===== src/rtl/pipe_ctrl.sv =====
// rtl/pipe_ctrl.sv - hazard, redirect and memory-wait stop/flush control for the dual-issue pipeline
//
// Purpose:
//   Generates the hold (stop_*) and bubble (flush_*) controls for fetch, the
//   instruction buffer, the DE->EX and EX->WB pipeline registers.
//   Inputs are the load-use hazard, the branch redirect and the data-memory
//   handshake. Holds only control state: a 4-state FSM and one 8-bit counter.
//   Controls are combinational with 0-cycle latency.
//
// Parameters:
//   LU_CYCLES   (1..15)  bubbles per load-use hazard
//   FLUSH_LEN   (1..15)  extra squash cycles after a redirect
//   MEM_TIMEOUT (2..255) wait cycles before a memory access is abandoned
//
// Configuration macro:
//   PIPE_CTRL_PERF_EN    builds the stall_cycles / flush_count counters;
//                        when undefined both ports are tied to 0
//
// Ports:
//   clk, reset (async, active high)
//   lu_hazard, br_taken, mem_req, mem_ack            hazard / handshake inputs
//   stop_if, stop_buf, stop_deex                     hold controls
//   flush_buf, flush_deex, flush_exwb, redirect      bubble / redirect controls
//   mem_err                                          one-cycle timeout pulse
//   stall_cycles, flush_count                        32-bit perf counters

module pipe_ctrl #(
    parameter int unsigned LU_CYCLES   = 1,
    parameter int unsigned FLUSH_LEN   = 1,
    parameter int unsigned MEM_TIMEOUT = 64
) (
    input  logic        clk,
    input  logic        reset,
    input  logic        lu_hazard,
    input  logic        br_taken,
    input  logic        mem_req,
    input  logic        mem_ack,
    output logic        stop_if,
    output logic        stop_buf,
    output logic        stop_deex,
    output logic        flush_buf,
    output logic        flush_deex,
    output logic        flush_exwb,
    output logic        redirect,
    output logic        mem_err,
    output logic [31:0] stall_cycles,
    output logic [31:0] flush_count
);

    typedef enum logic [1:0] {
        RUN      = 2'd0,
        LU_STALL = 2'd1,
        MEM_WAIT = 2'd2,
        FLUSH    = 2'd3
    } state_t;

    localparam logic [7:0] LP_FLUSH_LEN = 8'(FLUSH_LEN);
    localparam logic [7:0] LP_LU_INIT   = 8'(LU_CYCLES - 1);
    localparam logic [7:0] LP_TIMEOUT   = 8'(MEM_TIMEOUT);

    state_t     r_state;
    state_t     w_state_nxt;
    logic [7:0] r_cnt;
    logic [7:0] w_cnt_nxt;

    logic w_memstall;
    logic w_run_eval;
    logic w_stop_if;
    logic w_stop_buf;
    logic w_stop_deex;
    logic w_flush_buf;
    logic w_flush_deex;
    logic w_flush_exwb;
    logic w_redirect;
    logic w_mem_err;

    assign w_memstall = mem_req & ~mem_ack;

    always_ff @(posedge clk or posedge reset) begin
        if (reset) begin
            r_state <= RUN;
            r_cnt   <= 8'd0;
        end else begin
            r_state <= w_state_nxt;
            r_cnt   <= w_cnt_nxt;
        end
    end

    always_comb begin
        w_state_nxt  = r_state;
        w_cnt_nxt    = r_cnt;
        w_run_eval   = 1'b0;
        w_stop_if    = 1'b0;
        w_stop_buf   = 1'b0;
        w_stop_deex  = 1'b0;
        w_flush_buf  = 1'b0;
        w_flush_deex = 1'b0;
        w_flush_exwb = 1'b0;
        w_redirect   = 1'b0;
        w_mem_err    = 1'b0;

        case (r_state)
            RUN: begin
                w_run_eval = 1'b1;
            end
            MEM_WAIT: begin
                if (mem_ack) begin
                    // Release cycle: EX re-presents the held instructions, so
                    // their branch/hazard outcome is acted on right now.
                    w_run_eval = 1'b1;
                end else if (r_cnt == LP_TIMEOUT) begin
                    // Abandon the access; all holds drop in the error cycle.
                    w_mem_err   = 1'b1;
                    w_state_nxt = RUN;
                    w_cnt_nxt   = 8'd0;
                end else begin
                    w_stop_if    = 1'b1;
                    w_stop_buf   = 1'b1;
                    w_stop_deex  = 1'b1;
                    w_flush_exwb = 1'b1;
                    w_cnt_nxt    = r_cnt + 8'd1;
                end
            end
            LU_STALL: begin
                // A memory stall or a branch overrides the remaining bubbles;
                // the common evaluation below applies the right priority.
                if (w_memstall || br_taken) begin
                    w_run_eval = 1'b1;
                end else begin
                    w_stop_if    = 1'b1;
                    w_stop_buf   = 1'b1;
                    w_flush_deex = 1'b1;
                    if (r_cnt <= 8'd1) begin
                        w_state_nxt = RUN;
                        w_cnt_nxt   = 8'd0;
                    end else begin
                        w_cnt_nxt = r_cnt - 8'd1;
                    end
                end
            end
            FLUSH: begin
                // EX holds a bubble, so a memory stall is unexpected here; it is
                // still honoured rather than dropped.
                if (w_memstall) begin
                    w_run_eval = 1'b1;
                end else begin
                    w_flush_deex = 1'b1;
                    if (r_cnt <= 8'd1) begin
                        w_state_nxt = RUN;
                        w_cnt_nxt   = 8'd0;
                    end else begin
                        w_cnt_nxt = r_cnt - 8'd1;
                    end
                end
            end
            default: begin
                w_state_nxt = RUN;
                w_cnt_nxt   = 8'd0;
            end
        endcase

        if (w_run_eval) begin
            if (w_memstall) begin
                w_stop_if    = 1'b1;
                w_stop_buf   = 1'b1;
                w_stop_deex  = 1'b1;
                w_flush_exwb = 1'b1;
                w_state_nxt  = MEM_WAIT;
                w_cnt_nxt    = 8'd1;
            end else if (br_taken) begin
                w_flush_buf  = 1'b1;
                w_flush_deex = 1'b1;
                w_redirect   = 1'b1;
                w_state_nxt  = FLUSH;
                w_cnt_nxt    = LP_FLUSH_LEN;
            end else if (lu_hazard) begin
                w_stop_if    = 1'b1;
                w_stop_buf   = 1'b1;
                w_flush_deex = 1'b1;
                if (LU_CYCLES > 1) begin
                    w_state_nxt = LU_STALL;
                    w_cnt_nxt   = LP_LU_INIT;
                end else begin
                    w_state_nxt = RUN;
                    w_cnt_nxt   = 8'd0;
                end
            end else begin
                w_state_nxt = RUN;
                w_cnt_nxt   = 8'd0;
            end
        end
    end

    // The pipeline registers have their own reset, so every control is
    // forced low for as long as reset is high, including mid-stall.
    assign stop_if    = w_stop_if    & ~reset;
    assign stop_buf   = w_stop_buf   & ~reset;
    assign stop_deex  = w_stop_deex  & ~reset;
    assign flush_buf  = w_flush_buf  & ~reset;
    assign flush_deex = w_flush_deex & ~reset;
    assign flush_exwb = w_flush_exwb & ~reset;
    assign redirect   = w_redirect   & ~reset;
    assign mem_err    = w_mem_err    & ~reset;

`ifdef PIPE_CTRL_PERF_EN
    logic [31:0] r_stall_cycles;
    logic [31:0] r_flush_count;

    always_ff @(posedge clk or posedge reset) begin
        if (reset) begin
            r_stall_cycles <= 32'd0;
            r_flush_count  <= 32'd0;
        end else begin
            if (stop_if) begin
                r_stall_cycles <= r_stall_cycles + 32'd1;
            end
            if (redirect) begin
                r_flush_count <= r_flush_count + 32'd1;
            end
        end
    end

    assign stall_cycles = r_stall_cycles;
    assign flush_count  = r_flush_count;
`else
    assign stall_cycles = 32'd0;
    assign flush_count  = 32'd0;
`endif

endmodule


===== config.mk =====
export PLATFORM = sky130hd
export DESIGN_NAME = pipe_ctrl
export DESIGN_NICKNAME = d
export VERILOG_FILES = /design/src/rtl/pipe_ctrl.sv
export SDC_FILE = /design/constraint.sdc
export NUM_CORES = 1
export LEC_CHECK = 0
export CAP_MARGIN = 20
export CORE_MARGIN = 2
export CORE_UTILIZATION = 46
export CTS_BUF_LIST = sky130_fd_sc_hd__clkbuf_4
export DETAILED_ROUTE_END_ITERATION = 12
export PLACE_DENSITY = 0.89
export SLEW_MARGIN = 10
export SYNTH_ARGS = -nofsm -noshare
export SYNTH_HDL_FRONTEND = slang
export SYNTH_SLANG_ARGS = --single-unit
export TNS_END_PERCENT = 50

===== constraint.sdc =====
create_clock -name clk -period 4.4 [get_ports clk]
set_clock_uncertainty 0.05 [all_clocks]
set_input_delay 0.44 -clock clk [delete_from_list [all_inputs] [get_ports clk]]
set_output_delay 0.44 -clock clk [all_outputs]
set_load 0.03 [all_outputs]

# Word-level counts from Yosys, hierarchy flattened
# Index checks and enable logic that the tools add are counted.
[op_classes] n_addsub=2 order_cmp=1 n_eq_ne=8 muxes=45 bitwise=8 reduce_logical=5
[op_table] operator="two-way mux 8 bit" count=6
[op_table] operator="two-way mux 1 bit" count=26
[op_table] operator="one-hot mux 8 bit (3 select lines)" count=1
[op_table] operator="two-way mux 2 bit" count=8
[op_table] operator="inequality test 3 bit, second input constant" count=4
[op_table] operator="adder 8 x 1 -> 8 bit, second input constant" count=1
[op_table] operator="equality test 8 x 7 -> 1 bit, second input constant" count=1
[op_table] operator="less-or-equal comparator 8 x 1 -> 1 bit, second input constant" count=1
[op_table] operator="subtractor 8 x 1 -> 8 bit, second input constant" count=1
[op_table] operator="bitwise AND 1 bit" count=6
[op_table] operator="one-hot mux 2 bit (3 select lines)" count=1
[op_table] operator="AND reduction 5 bit" count=1
[op_table] operator="equality test 2 bit, second input constant" count=2
[op_table] operator="one-hot mux 1 bit (2 select lines)" count=2
[op_table] operator="one-hot mux 1 bit (4 select lines)" count=1
[op_table] operator="AND reduction 4 bit" count=1
[op_table] operator="nonzero test 4 bit" count=1
[op_table] operator="equality test 2 x 1 -> 1 bit, second input constant" count=1
[op_table] operator="zero test 2 bit" count=1
[op_table] operator="inverter 1 bit" count=2
[op_table] operator="logical OR 1 bit" count=1
[word_totals] reg_bits=10

# Depth between registers and ports, before layout
# Gate-level depths: netlist of run 1.
[depth] word_depth=10 mapped_depth=9 mapped_depth_nobuf=6

# Worst setup path after synthesis of run 1
# Ideal clock, no wire load.
[synth_path] path_type="register to output" start="register r_state[0]" end="output stop_deex" t_arrival_ns=2.184 t_required_ns=3.910 path_slack_ns=1.726 stages_incl_launch_ff=9 cell_sequence="dfrtp_1 -> inv_1 -> ha_1 -> buf_6 -> a21oi_1 -> o21ai_1 -> o21ai_0 -> a21boi_0 -> buf_4"
[synth_between] elab_chain_len=5
[synth_rtl] item="from (decl)" line_no="61" rtl="state_t r_state;"
[synth_rtl] item="from (signal assigned)" line_no="84" rtl="r_state <= w_state_nxt;"
[synth_rtl] item="equality test 2 bit"
[synth_rtl] item="two-way mux 1 bit (2 in series)"
[synth_rtl] item="two-way mux 1 bit *"
[synth_rtl] item="bitwise AND 1 bit *"
[synth_rtl] item="to (decl)" line_no="40" rtl="output logic stop_deex,"
# Mark *: on every way between the ends. The rest lies on a longest branch, timed or not.

# Worst setup path in the final report of run 1
[layout_path] start="register r_state[0]" end="output flush_buf"
[layout_between] elab_chain_len=4
[layout_rtl] item="equality test 2 bit, or another cell as far along" line_no="102" rtl="case (r_state)"
[layout_rtl] item="one-hot mux 1 bit (4 select lines) *" line_no="102"
[layout_rtl] item="two-way mux 1 bit *" line_no="162" rtl="if (w_run_eval) begin"
[layout_rtl] item="bitwise AND 1 bit *" line_no="199" rtl="assign flush_buf = w_flush_buf & ~reset;"
[layout_rtl] item="to (decl)" line_no="41" rtl="output logic flush_buf,"
# Marked as above.

==> results of run 1 <==
[cells in the final DEF (no fill, tap or decap), types with 2 or more instances in the layout]
master,instances
a211oi_1,5
a21oi_1,3
a31o_2,2
a31oi_1,2
and4b_1,2
clkbuf_4,3
clkdlybuf4s50_1,13
conb_1,64
dfrtp_1,10
ha_1,8
inv_1,10
nand2_1,11
nand2b_1,2
nand3_1,3
nor2_1,4
nor3_1,4
nor4_1,3
o211ai_1,3
o21a_1,3
o21ai_0,9
o21bai_1,2
o2bb2ai_1,2
o31ai_1,3
or2_2,2
or3_1,2
[registers in the layout, indices dropped and copies added (netlist names)]
signal   count
r_cnt        8
r_state      2
[kinds of logic (layout without fill, tap and decap cells)]
kind of cell | after synthesis | in the layout
buffers and inverters | 85 | 27
AND/OR/NAND/NOR | 47 | 47
AO/OA/AOI/OAI | 45 | 45
flip-flops | 10 | 10
adder cells (fa/ha/maj) | 8 | 8
other | 1 | 64
XOR/XNOR | 1 | 1
[layer usage]
metal / vias to the layer above / share of wire (%) / GRT usage, %
met5: - / 0 / 0
met4: 0 / 3.1 / 9.239
met3: 11 / 8.6 / 2.500
met2: 76 / 46 / 23.29
met1: 558 / 43 / 17.11
li1: 569 / - / -
[final cells by class]
class	count	area, sq um
Fill cell	362	1894
Multi-Input combinational cell	165	967.2
Sequential cell	10	250.2
Timing Repair Buffer	13	130.1
Tap cell	46	57.56
Inverter	10	37.54
Clock buffer	3	22.52
Clock inverter	1	3.754
[stage by stage]
step	setup slack [ns]	instance area, sq um	hold WS, ns	total power, mW	utilization, %
after global placement	1.366	1443	0.5563	0.8390	42.89
after floorplan	1.726	1861	0.2355	0.8046	-
after global routing	1.021	1469	0.5430	0.9954	43.68
after CTS	1.206	1469	0.5047	0.9164	43.68
final	1.199	1469	0.4970	0.9256	43.68
after detailed placement	1.286	1443	0.5733	0.8434	42.89
[worst max-delay path, cell delays in order, from the launching register on]
cell and delay (ns):
dfrtp_1 0.40, inv_1 0.11, ha_1 0.34, a21oi_1 0.10, o21ai_1 0.25, or2_2 0.32
and4_1 0.24, clkdlybuf4s50_1 0.67
[power groups by stage]
stage                     registers (mW)  logic (mW)  clock network, mW
final                              0.182       0.675             0.0687
after detailed placement           0.182       0.662                  0
after global routing               0.187       0.735             0.0737
after CTS                          0.180       0.667             0.0696
after global placement             0.180       0.659                  0
after floorplan                    0.150       0.655                  0
[final timing paths]
path,from,endpoint,slack (ns)
max in group asynchronous,reset,r_cnt[6],3.50
min in group clk,r_state[0],r_state[0],0.58
setup / recovery,r_state[0],flush_buf,1.20
setup reg to reg,r_cnt[0],r_cnt[2],2.01
hold / removal,reset,r_state[0],0.50
hold reg to reg,r_state[0],r_state[0],0.58
==> metrics.yaml, run 1 <==
routing:
  routedWlPerCell_microns: 11.83
  vias: 1214
  dr.pass1.iters: 4
  wl_mm: 2.935
  drc: 0
  antenna_left: 0
  avgViaCountPerCell: 4.895
  drtIter0Drc: 50
grt:
  antenna_found_initial: 0
  grt_pass1_vias: 999
  grt_pass1_wl_mm: 4.540
  overflow: 0
  grt_use_total_pct: 14.25
  grt_start_max_net_pins: 12
power:
  p_sw_share_pct: 56.68
  leakage_nw: 0.6754
  power.internal_mw: 0.4009
  powerDensity_nw_per_um2: 630.1
  pwr-share-clk_pct: 7.4
  switching_power_mw: 0.5247
  peakVddDrop_mv: 0.3000
  power_frac_seq_pct: 19.7
  combPwrFrac_pct: 72.9
synth:
  syn_avg_cell_area_sq_um: 8.244
  yosysWarnings: 0
  synth_top_area_share_pct: 30.97
  synth_compound_area_share_pct: 19.80
  syn_inst: 197
  ys_top_cells_by_area: "buf_4 31%, dfrtp_1 15%, ha_1 6.2%"
  synth_cell_types: 52
  synth.top_cells.by_count: "67 x buf_4, 11 x nand2_1, 10 x dfrtp_1, 10 x inv_1, 9 x o21ai_0"
  synthArstFlopShare_pct: 100.0
  synth_edf_count: 0
  ys_ff_latch: 10
  synthXorXnorAreaFrac_pct: 0.5393
  synth_area_leader_cell: "buf_4"
  synth_flop_cell: "dfrtp_1"
  synth.area.mux_share_pct: 0
  synth.most_common_cell: "buf_4"
  synth_fa_ha_area_share_pct: 6.163
  synth_area_sq_um: 1624
  synth_top_family_by_area: "buffers and inverters"
  yosysSeqAreaShare_pct: 15.41
  synthSimpleGateAreaFrac_pct: 18.26
setup_path:
  worst_ep_arrival_time_ns: 2.71
  crit_path_end_kind: "output port"
  required_ns: 3.91
  path_max_fanout: 10
  path_class: "reg2out"
  r2r_cells: 6
  cp-start-kind: "flip-flop"
timing:
  period_share_pct: 72.74
  setup_viol: 0
  fin_setup_tns_ns: 0
  tightest_slew_ns: 0.6589
  relSlewSlack_pct: 55.91
  timing.fmax_mhz: 312.4
  fin_crit_ns: 3.201
  rsz0062_at_grt: "false"
  drv_slew: 0
  hold_violations: 0
placed_design:
  io_buffers: 13
  placed_cells: 244
  dp_hpwl_mm: 2.285
  globalplace.congestion: 0.8513
clock_network:
  clock_latency_ns: 0.28
  numClockSinks: 10
  numCtsBuffers: 3
  cts_tree: "done"
  htreeDepth: 1
  clkTransAtPathRegs_ns: 0.07
  hold_buffers: 0
  postCtsResizedCells: 0
  cts_max_path_buffers: 2
  post_cts_buffers: 0
  clock_tree.root_cell: "clkbuf_4"
layout:
  layout-drive-gt1-share_pct: 8.416
  diodes: 0
  areaGrowthSynthToFinish_pct: -9.553
  fin_cells: 248
  nets: 217
worst_hold_path:
  hp-class: "in2async"
run:
  cap_violations: 0
floorplan:
  num_rows: 21
  die_w_microns: 63.42
  core_sq_um: 3363
  die_area_sq_um: 4022
  die_h_microns: 63.42
  pin_count: 78
  initial_utilization_pct: 48.29
outcome:
  status: "complete, no violations"
Note: power is estimated with default switching activity, not from simulation.
==> run 2, diff against run 1 <==
--- a/config.mk
+++ b/config.mk
@@ -7,10 +7,10 @@
 export LEC_CHECK = 0
 export CAP_MARGIN = 20
 export CORE_MARGIN = 2
-export CORE_UTILIZATION = 46
+export CORE_UTILIZATION = 43
 export CTS_BUF_LIST = sky130_fd_sc_hd__clkbuf_4
 export DETAILED_ROUTE_END_ITERATION = 12
-export PLACE_DENSITY = 0.89
+export PLACE_DENSITY = 0.84
 export SLEW_MARGIN = 10
 export SYNTH_ARGS = -nofsm -noshare
 export SYNTH_HDL_FRONTEND = slang
==> constraint.sdc (replaced) <==
create_clock -name clk -period 3.1 [get_ports clk]
set_clock_uncertainty 0.05 [all_clocks]
set_input_delay 0.31 -clock clk [delete_from_list [all_inputs] [get_ports clk]]
set_output_delay 0.31 -clock clk [all_outputs]
set_load 0.03 [all_outputs]
==> run 2 against run 1 <==
  * Sequential power grew 34%
  * Utilization shrank 2.6 points
  * Combinational power grew 48%
  * Clock-buffer cell count is the same
  * Largest cell class unchanged
==> metrics.yaml, run 2 (synthesis gave the netlist of run 1 again) <==
clock_network:
  hold_buffers: 0  # unchanged
  htreeDepth: 1  # unchanged
  post_cts_buffers: 0  # unchanged
  numClockSinks: 10  # unchanged
  cts_max_path_buffers: 2  # unchanged
  cts_tree: "done"
  clkTransAtPathRegs_ns: 0.06  # about the same
  numCtsBuffers: 3  # unchanged
  clock_latency_ns: 0.27  # about the same
  clock_tree.root_cell: "clkbuf_4"
placed_design:
  dpl_cell_area_sq_um: 1460  # +1.2%
  globalplace.congestion: 0.9371  # +10%
  dp_hpwl_mm: 2.275  # -0.41%
  io_buffers: 13  # unchanged
grt:
  antenna_found_initial: 0  # unchanged
  grt.busiest_layer: "met2"
  overflow: 0  # unchanged
  grt_start_max_net_pins: 12  # unchanged
  met3_usage_pct: 1.027  # -1.5 points
  grt_use_total_pct: 14.41  # +0.16 points
  grt_pass1_wl_mm: 4.878  # +7.4%
  grt_pass1_vias: 1038  # +3.9%
  gr-usage-met2_pct: 21.17  # -2.1 points
  globalRouteMet1Util_pct: 21.06  # +4.0 points
routing:
  drtIter0Drc: 42  # -16%
  drc: 0  # unchanged
  avgViaCountPerCell: 4.841  # -1.1%
  wl_mm: 2.929  # -0.20%
  vias: 1215  # +0.082%
  routedWlPerCell_microns: 11.67  # -1.4%
  dr.pass1.iters: 4  # unchanged
  antenna_left: 0  # unchanged
setup_path:
  path_class: "reg2out"
  required_ns: 2.74  # -1.17 ns
  reg2reg_slack_ns: 0.72  # -1.29 ns
  cp-start-kind: "flip-flop"
  worst_ep_arrival_time_ns: 2.57  # -0.14 ns
  crit_path_end_kind: "output port"
  path_max_fanout: 8  # -2
floorplan:
  die_area_sq_um: 4284  # +6.5%
  num_rows: 22  # +4.8%
  die_w_microns: 65.46  # +3.2%
  pin_count: 78  # unchanged
  die_h_microns: 65.46  # +3.2%
  initial_utilization_pct: 44.70  # -3.6 points
  core_sq_um: 3633  # +8.0%
timing:
  fin_setup_tns_ns: 0  # unchanged
  fin_crit_ns: 2.931
  setup_viol: 0  # unchanged
  relSlewSlack_pct: 57.23  # +1.3 points
  tightest_slew_ns: 0.6391  # -0.01981 ns
  timing.fmax_mhz: 341.2
  hold_violations: 0  # unchanged
  period_share_pct: 94.53
  rsz0062_at_grt: "false"
  drv_slew: 0  # unchanged
layout:
  final_cell_mix: "64 x conb_1, 12 x clkdlybuf4s50_1, 11 x nand2_1, 10 x inv_1, 10 x dfrtp_1"
  largest_reg_flops: 8  # unchanged
  final_area_sq_um: 1494  # +1.7%
  diodes: 0  # unchanged
  layout-drive-gt1-share_pct: 10.34  # +1.9 points
  top_register: "r_cnt"
  top_regs: "r_cnt: 8 flops, r_state: 2 flops"
  nets: 219  # +0.92%
  layout_commonest_cell: "conb_1"
  areaGrowthSynthToFinish_pct: -8.013
power:
  peakVddDrop_mv: 0.3759  # +25%
  leakage_nw: 0.7005  # +3.7%
  powerDensity_nw_per_um2: 895.1  # +42%
outcome:
  status: "complete, no violations"
run:
  cap_violations: 0  # unchanged
worst_hold_path:
  hp-class: "in2async"
==> run 2: changes by cell type in the layout (fill, tap and decap cells not counted) <==
cell             before  now
or2_2                 2    1
clkdlybuf4s50_1      13   12
clkinv_1              1    0
ha_1                  8    7
buf_4                 0    2
o21ai_2               0    1
dlymetal6s2s_1        0    1
or2_4                 0    1
o21ai_1               1    0
ha_2                  0    1
==> run 2: path summary, 6_finish.rpt <==
check / from / end / cells after the start
max in group asynchronous: reset / r_cnt[3] / 3
worst min register to register: r_state[1] / r_state[1] / 2
worst min-delay path: reset / r_cnt[1] / 3
worst max-delay path: r_cnt[4] / mem_err / 4
worst max register to register: r_cnt[0] / r_cnt[2] / 6
min in group clk: r_state[1] / r_state[1] / 2
==> run 2: power breakdown <==
part / internal [mW] / switching (mW) / leakage, nW
sequential: 0.177 / 0.0674 / 0.132
combinational: 0.366 / 0.637 / 0.555
clock: 0.0449 / 0.0449 / 0.0138
==> run 2: area by class of cell <==
| cell class | count | area (sq um) |
|---|---|---|
| fillers | 382 | 2140 |
| multi-input cells | 165 | 975.9 |
| flip-flops and latches | 10 | 250.2 |
| repair buffers | 15 | 147.6 |
| well taps | 48 | 60.06 |
| inverters | 10 | 37.54 |
| clock buffers | 3 | 22.52 |
==> run 2: repair_timing <==
item,CTS,global route
gates resized for setup,1,3
setup endpoints to repair,2,6
endpoints found under the hold margin,0,0
==> run 2: layer usage <==
metal  vias up  wire length [microns]
li1        577                      -
met3         5                    241
met2        70                   1336
met5         -                      0
met1       563                   1281
met4         0                     68
==> run 2: critical path: stages (launching register included) <==
cell and delay [ns]:
dfrtp_1 0.46, or4_1 0.64, nor3_1 0.30, and3_2 0.23, clkdlybuf4s50_1 0.66
==> run 2: per-stage QoR <==
stage / setup slack [ns] / std cells / total power [mW] / hold slack, ns / util (%)
final: 0.1694 / 251 / 1.337 / 0.3620 / 41.12
after global placement: 0.3334 / 248 / 1.195 / 0.5525 / 40.19
after detailed placement: 0.2209 / 248 / 1.208 / 0.5783 / 40.19
after floorplan: 0.5561 / 260 / 1.142 / 0.1055 / -
after CTS: 0.06237 / 251 / 1.309 / 0.3639 / 40.87
after global routing: 0.04355 / 251 / 1.447 / 0.3970 / 41.12
==> variant 1: new RTL, settings of run 1 <==
Build with the macro `PIPE_CTRL_PERF_EN` defined.
--- a/src/rtl/pipe_ctrl.sv
+++ b/src/rtl/pipe_ctrl.sv
@@ -23,6 +23,8 @@
 //   flush_buf, flush_deex, flush_exwb, redirect      bubble / redirect controls
 //   mem_err                                          one-cycle timeout pulse
 //   stall_cycles, flush_count                        32-bit perf counters
+
+`define PIPE_CTRL_PERF_EN
 
 module pipe_ctrl #(
     parameter int unsigned LU_CYCLES   = 1,
Function: changed (a bounded check fails within 4 cycles, from zero or initial values and one cycle with reset high).
==> variant 1 against run 1 <==
Critical path type unchanged; utilization up 16 points; total power up 150%; worst setup slack got worse by 0.45 ns; cell area grew to 3.4 times the old value; sequential share of layout area is 20 points higher; cell count increased by 140%; combinational power grew 44%; synthesized area rose by 140%; wire length grew to 3.1 times the old value; sequential cell count increased by 64; critical path depth up 1.
==> variant 1: results (changes against run 1) <==
stage;metric;value;unit;change
power_and_ir_drop;p_leak;0.00219;uW;+220%
placed_design;hpwl;6620;um;+190%
placed_design;dp_slack;0.927;ns;-0.359 ns
timing;worst_slew_pin_slew;0.699;ns;+0.0401 ns
logic_synthesis;yosys-top-cells-area;dfrtp_1 47%, xor2_1 9.3%, xnor2_1 4.4%, nor3_1 4.1%, nand3_1 3.4%;;
logic_synthesis;ys_seq_area_frac;0.468;;+0.314
routing;wire_per_inst;15.4;um;+30%
critical_path;slowest_delay;0.75;ns;+0.08 ns
global_route;grt_pass1_vias;3230;;+220%
clock_network;cts_buffers;9;;+6
status;outcome;completed;;
global_route;grt.total_usage;0.199;;+0.0563
global_route;grt_pass1_wl;15500;um;+240%
clock_network;cts.path.max_buffers;2;;unchanged
power_and_ir_drop;vdd_drop_max;255;uV;-15%
critical_path;cp.arrival;3.16;ns;+0.45 ns
logic_synthesis;yosys-top-cells-count;74 x dfrtp_1, 42 x xor2_1, 33 x nand2_1;;
layout;final_nets;499;;+130%
logic_synthesis;synth_xor_area_frac;0.137;;+0.132
global_route;grt_max_degree;40;;+28
layout;drive_gt1_frac;0.0574;;-0.0268
logic_synthesis;synth_compound_area_frac;0.0877;;-0.110
routing;vias_per_cell;5.63;;+15%
routing;drt_iter0_drc;249;;+400%
placed_design;place.gp.congestion;0.946;;+11%
placed_design;portBuffers;77;;+64
logic_synthesis;synth_fa_ha_area_frac;0.0316;;-0.0300
min_path;min_path_type;register to register;;
clock_network;clkTransAtPathRegs;0.15;ns;+0.08 ns
routing;dr.pass1.iters;5;;+1
-- variant 1: changes by cell type after synthesis, sizes merged, moves of 5 or more --
cell	delta
a21oi	+12
buf	-61
dfrtp	+64
inv	+9
nand2	+22
nand3	+23
nand4	+14
nor2	+25
nor3	+28
nor4	+6
o21ai	-5
xnor2	+19
xor2	+42
-- variant 1: kinds of logic after synthesis --
family | count (synthesis)
adders and majority gates | 10
muxes | 3
and+or+nand+nor | 175
DFF | 74
buffers and inverters | 35
AOI/OAI and AO/OA | 49
xor gates and xnor gates | 62
-- variant 1: final cells by class --
cell class                 count  area [um2]
clock buffer                   9        67.6
clock inverter                 7        82.6
fill                         681        3310
inverter                      19        73.8
multi-input combinational    299        1940
sequential                    74        1850
tap                          105         131
timing repair buffer          80         793
-- variant 1: final timing paths --
path                       cells after the start          endpoint              from  slack [ns]
setup / recovery                               8         stop_deex        r_state[0]        0.75
hold / removal                                 1  stall_cycles[31]  stall_cycles[31]        0.43
setup reg to reg                               7   flush_count[27]        r_state[0]        1.33
hold reg to reg                                1  stall_cycles[31]  stall_cycles[31]        0.43
max in group asynchronous                      3   flush_count[27]             reset        3.43
min in group asynchronous                      3  stall_cycles[12]             reset        0.52
-- variant 1: report_power, final --
part	switching, uW	internal [uW]
clock	269	183
combinational	604	370
sequential	123	765
-- variant 1: stage by stage --
step / cells / util / hold WS [ns]
after global routing: 593 / 0.599 / 0.452
after detailed placement: 577 / 0.580 / 0.418
after global placement: 577 / 0.580 / 0.405
after CTS: 593 / 0.599 / 0.441
after floorplan: 408 / - / 0.461
final: 593 / 0.599 / 0.430
-- variant 1: per-layer routing --
metal  part of all wire  routed length (um)  GRT usage
met5                  0                   0          0
met2               0.49                4440      0.331
met1               0.45                4120      0.271
met4             0.0058                  53     0.0368
met3              0.058                 529     0.0441
==> variant 2: new RTL, flow settings as in run 1 <==
Without the edit above. Re-encode `state_t` (4 states) as one-hot, 4 bits wide.
--- a/src/rtl/pipe_ctrl.sv
+++ b/src/rtl/pipe_ctrl.sv
@@ -47,11 +47,11 @@
     output logic [31:0] flush_count
 );
 
-    typedef enum logic [1:0] {
-        RUN      = 2'd0,
-        LU_STALL = 2'd1,
-        MEM_WAIT = 2'd2,
-        FLUSH    = 2'd3
+    typedef enum logic [3:0] {
+        RUN      = 4'b0001,
+        LU_STALL = 4'b0010,
+        MEM_WAIT = 4'b0100,
+        FLUSH    = 4'b1000
     } state_t;
 
     localparam logic [7:0] LP_FLUSH_LEN = 8'(FLUSH_LEN);
Function: no difference found for any inputs over 10 cycles, from zero or initial values and one cycle with reset high; not proved beyond that.
==> variant 2 against run 1 <==
Utilization grew 0.87 points; cell area fell by 8.9%; synthesized area decreased by 12%; die area decreased by 11%; sequential cell count is 1 higher; via count fell by 11%; worst setup slack got worse by 0.32 ns; register-to-register slack improved by 0.28 ns; wire length shrank 16%; global-route usage fell by 0.24 points; critical path type is now input port to output port.
Power is not compared: it rests on default switching activity, and its combinational part moved more than twofold at a synthesized area within 25%.
==> variant 2: results (changes against run 1) <==
stage;metric;value;unit;change
logic_synthesis;yosysUniqueCellTypes;48;;-7.7%
clock_network;clkTransAtPathRegs;0.09;ns;+0.02 ns
timing;holdWs;0.536;ns;+0.0392 ns
logic_synthesis;ys_seq_area_frac;0.193;;+0.0389
layout;final_nets;195;;-10%
layout;top_regs;r_cnt x8, r_state x3;;
placed_design;portBuffers;13;;unchanged
routing;vias;1077;;-11%
critical_path;cp.arrival;3.03;ns;+0.32 ns
timing;relSlewSlack;0.471;;-0.0885
logic_synthesis;synth_fa_ha_area_frac;0.0349;;-0.0267
placed_design;place.gp.congestion;0.918;;+7.8%
global_route;grt_pass1_wl;3770;um;-17%
clock_network;cts_root_buf;clkbuf_4;;
critical_path;r2r_cells;4;;-2
critical_path;crit_fanout;7;;-3
global_route;grt.total_usage;0.140;;-0.00237
logic_synthesis;yosys-top-cells-area;buf_4 35%, dfrtp_1 17%, ha_1 3.5%, nor3_1 2.4%, o21ai_0 2.4%;;
critical_path;crit_path_start_kind;input port;;
critical_path;rrSetupSlack;2.29;ns;+0.28 ns
global_route;grt_pass1_vias;828;;-17%
routing;wire_per_inst;11.4;um;-3.6%
layout;drive_gt1_frac;0.0652;;-0.0189
routing;routed_wl;2480;um;-16%
placed_design;hpwl;1910;um;-16%
logic_synthesis;synthMuxAreaShare;0.00699;;+0.00699
logic_synthesis;synth_xor_area_frac;0.00611;;+0.000721
global_route;grt_max_degree;13;;+1
logic_synthesis;yosys-top-cells-count;67 x buf_4, 10 x dfrtp_1, 7 x inv_1, 7 x nor3_1, 7 x o21ai_0;;
logic_synthesis;synth_cells;177;;-10%
power_and_ir_drop;swShare;0.523;;
critical_path;r2r-start;r_cnt[4];;
routing;drt_iter0_drc;46;;-8.0%
status;outcome;completed;;
min_path;min_path_type;input port to async pin;;
timing;period_share;0.801;;+0.0734
critical_path;setup.worst_path.start;mem_ack;;
placed_design;dp_slack;0.950;ns;-0.336 ns
[variant 2: changes by cell type in the layout (fill, tap and decap cells not counted), moves of 3 or more]
cell      change
nor3_1        +3
o31ai_1       -3
inv_1         -3
ha_1          -4
a211oi_1      -3
a21oi_1       +3
nand2_1       -6
nor2b_1       +3
[variant 2: metal layers]
layer,track usage,vias up,share of wire,routed length [um]
li1,-,503,-,-
met1,0.176,489,0.37,919
met2,0.224,80,0.48,1200
met4,0.0667,0,0.015,36
met5,0,-,0,0
met3,0.0346,5,0.13,324
[variant 2: critical path: stages]
cell	delay (ns)
clkdlybuf4s50_1	0.46
or4b_1	0.61
a21oi_1	0.55
a21o_1	0.16
and2_1	0.14
clkdlybuf4s50_1	0.67
[variant 2: cell type report]
cell class	instances	area [um2]
fillers	308	1670
multi-input cells	149	833
flip-flops and latches	11	277
repair buffers	13	130
well taps	33	41.3
clock buffers	4	30.0
inverters	7	26.3
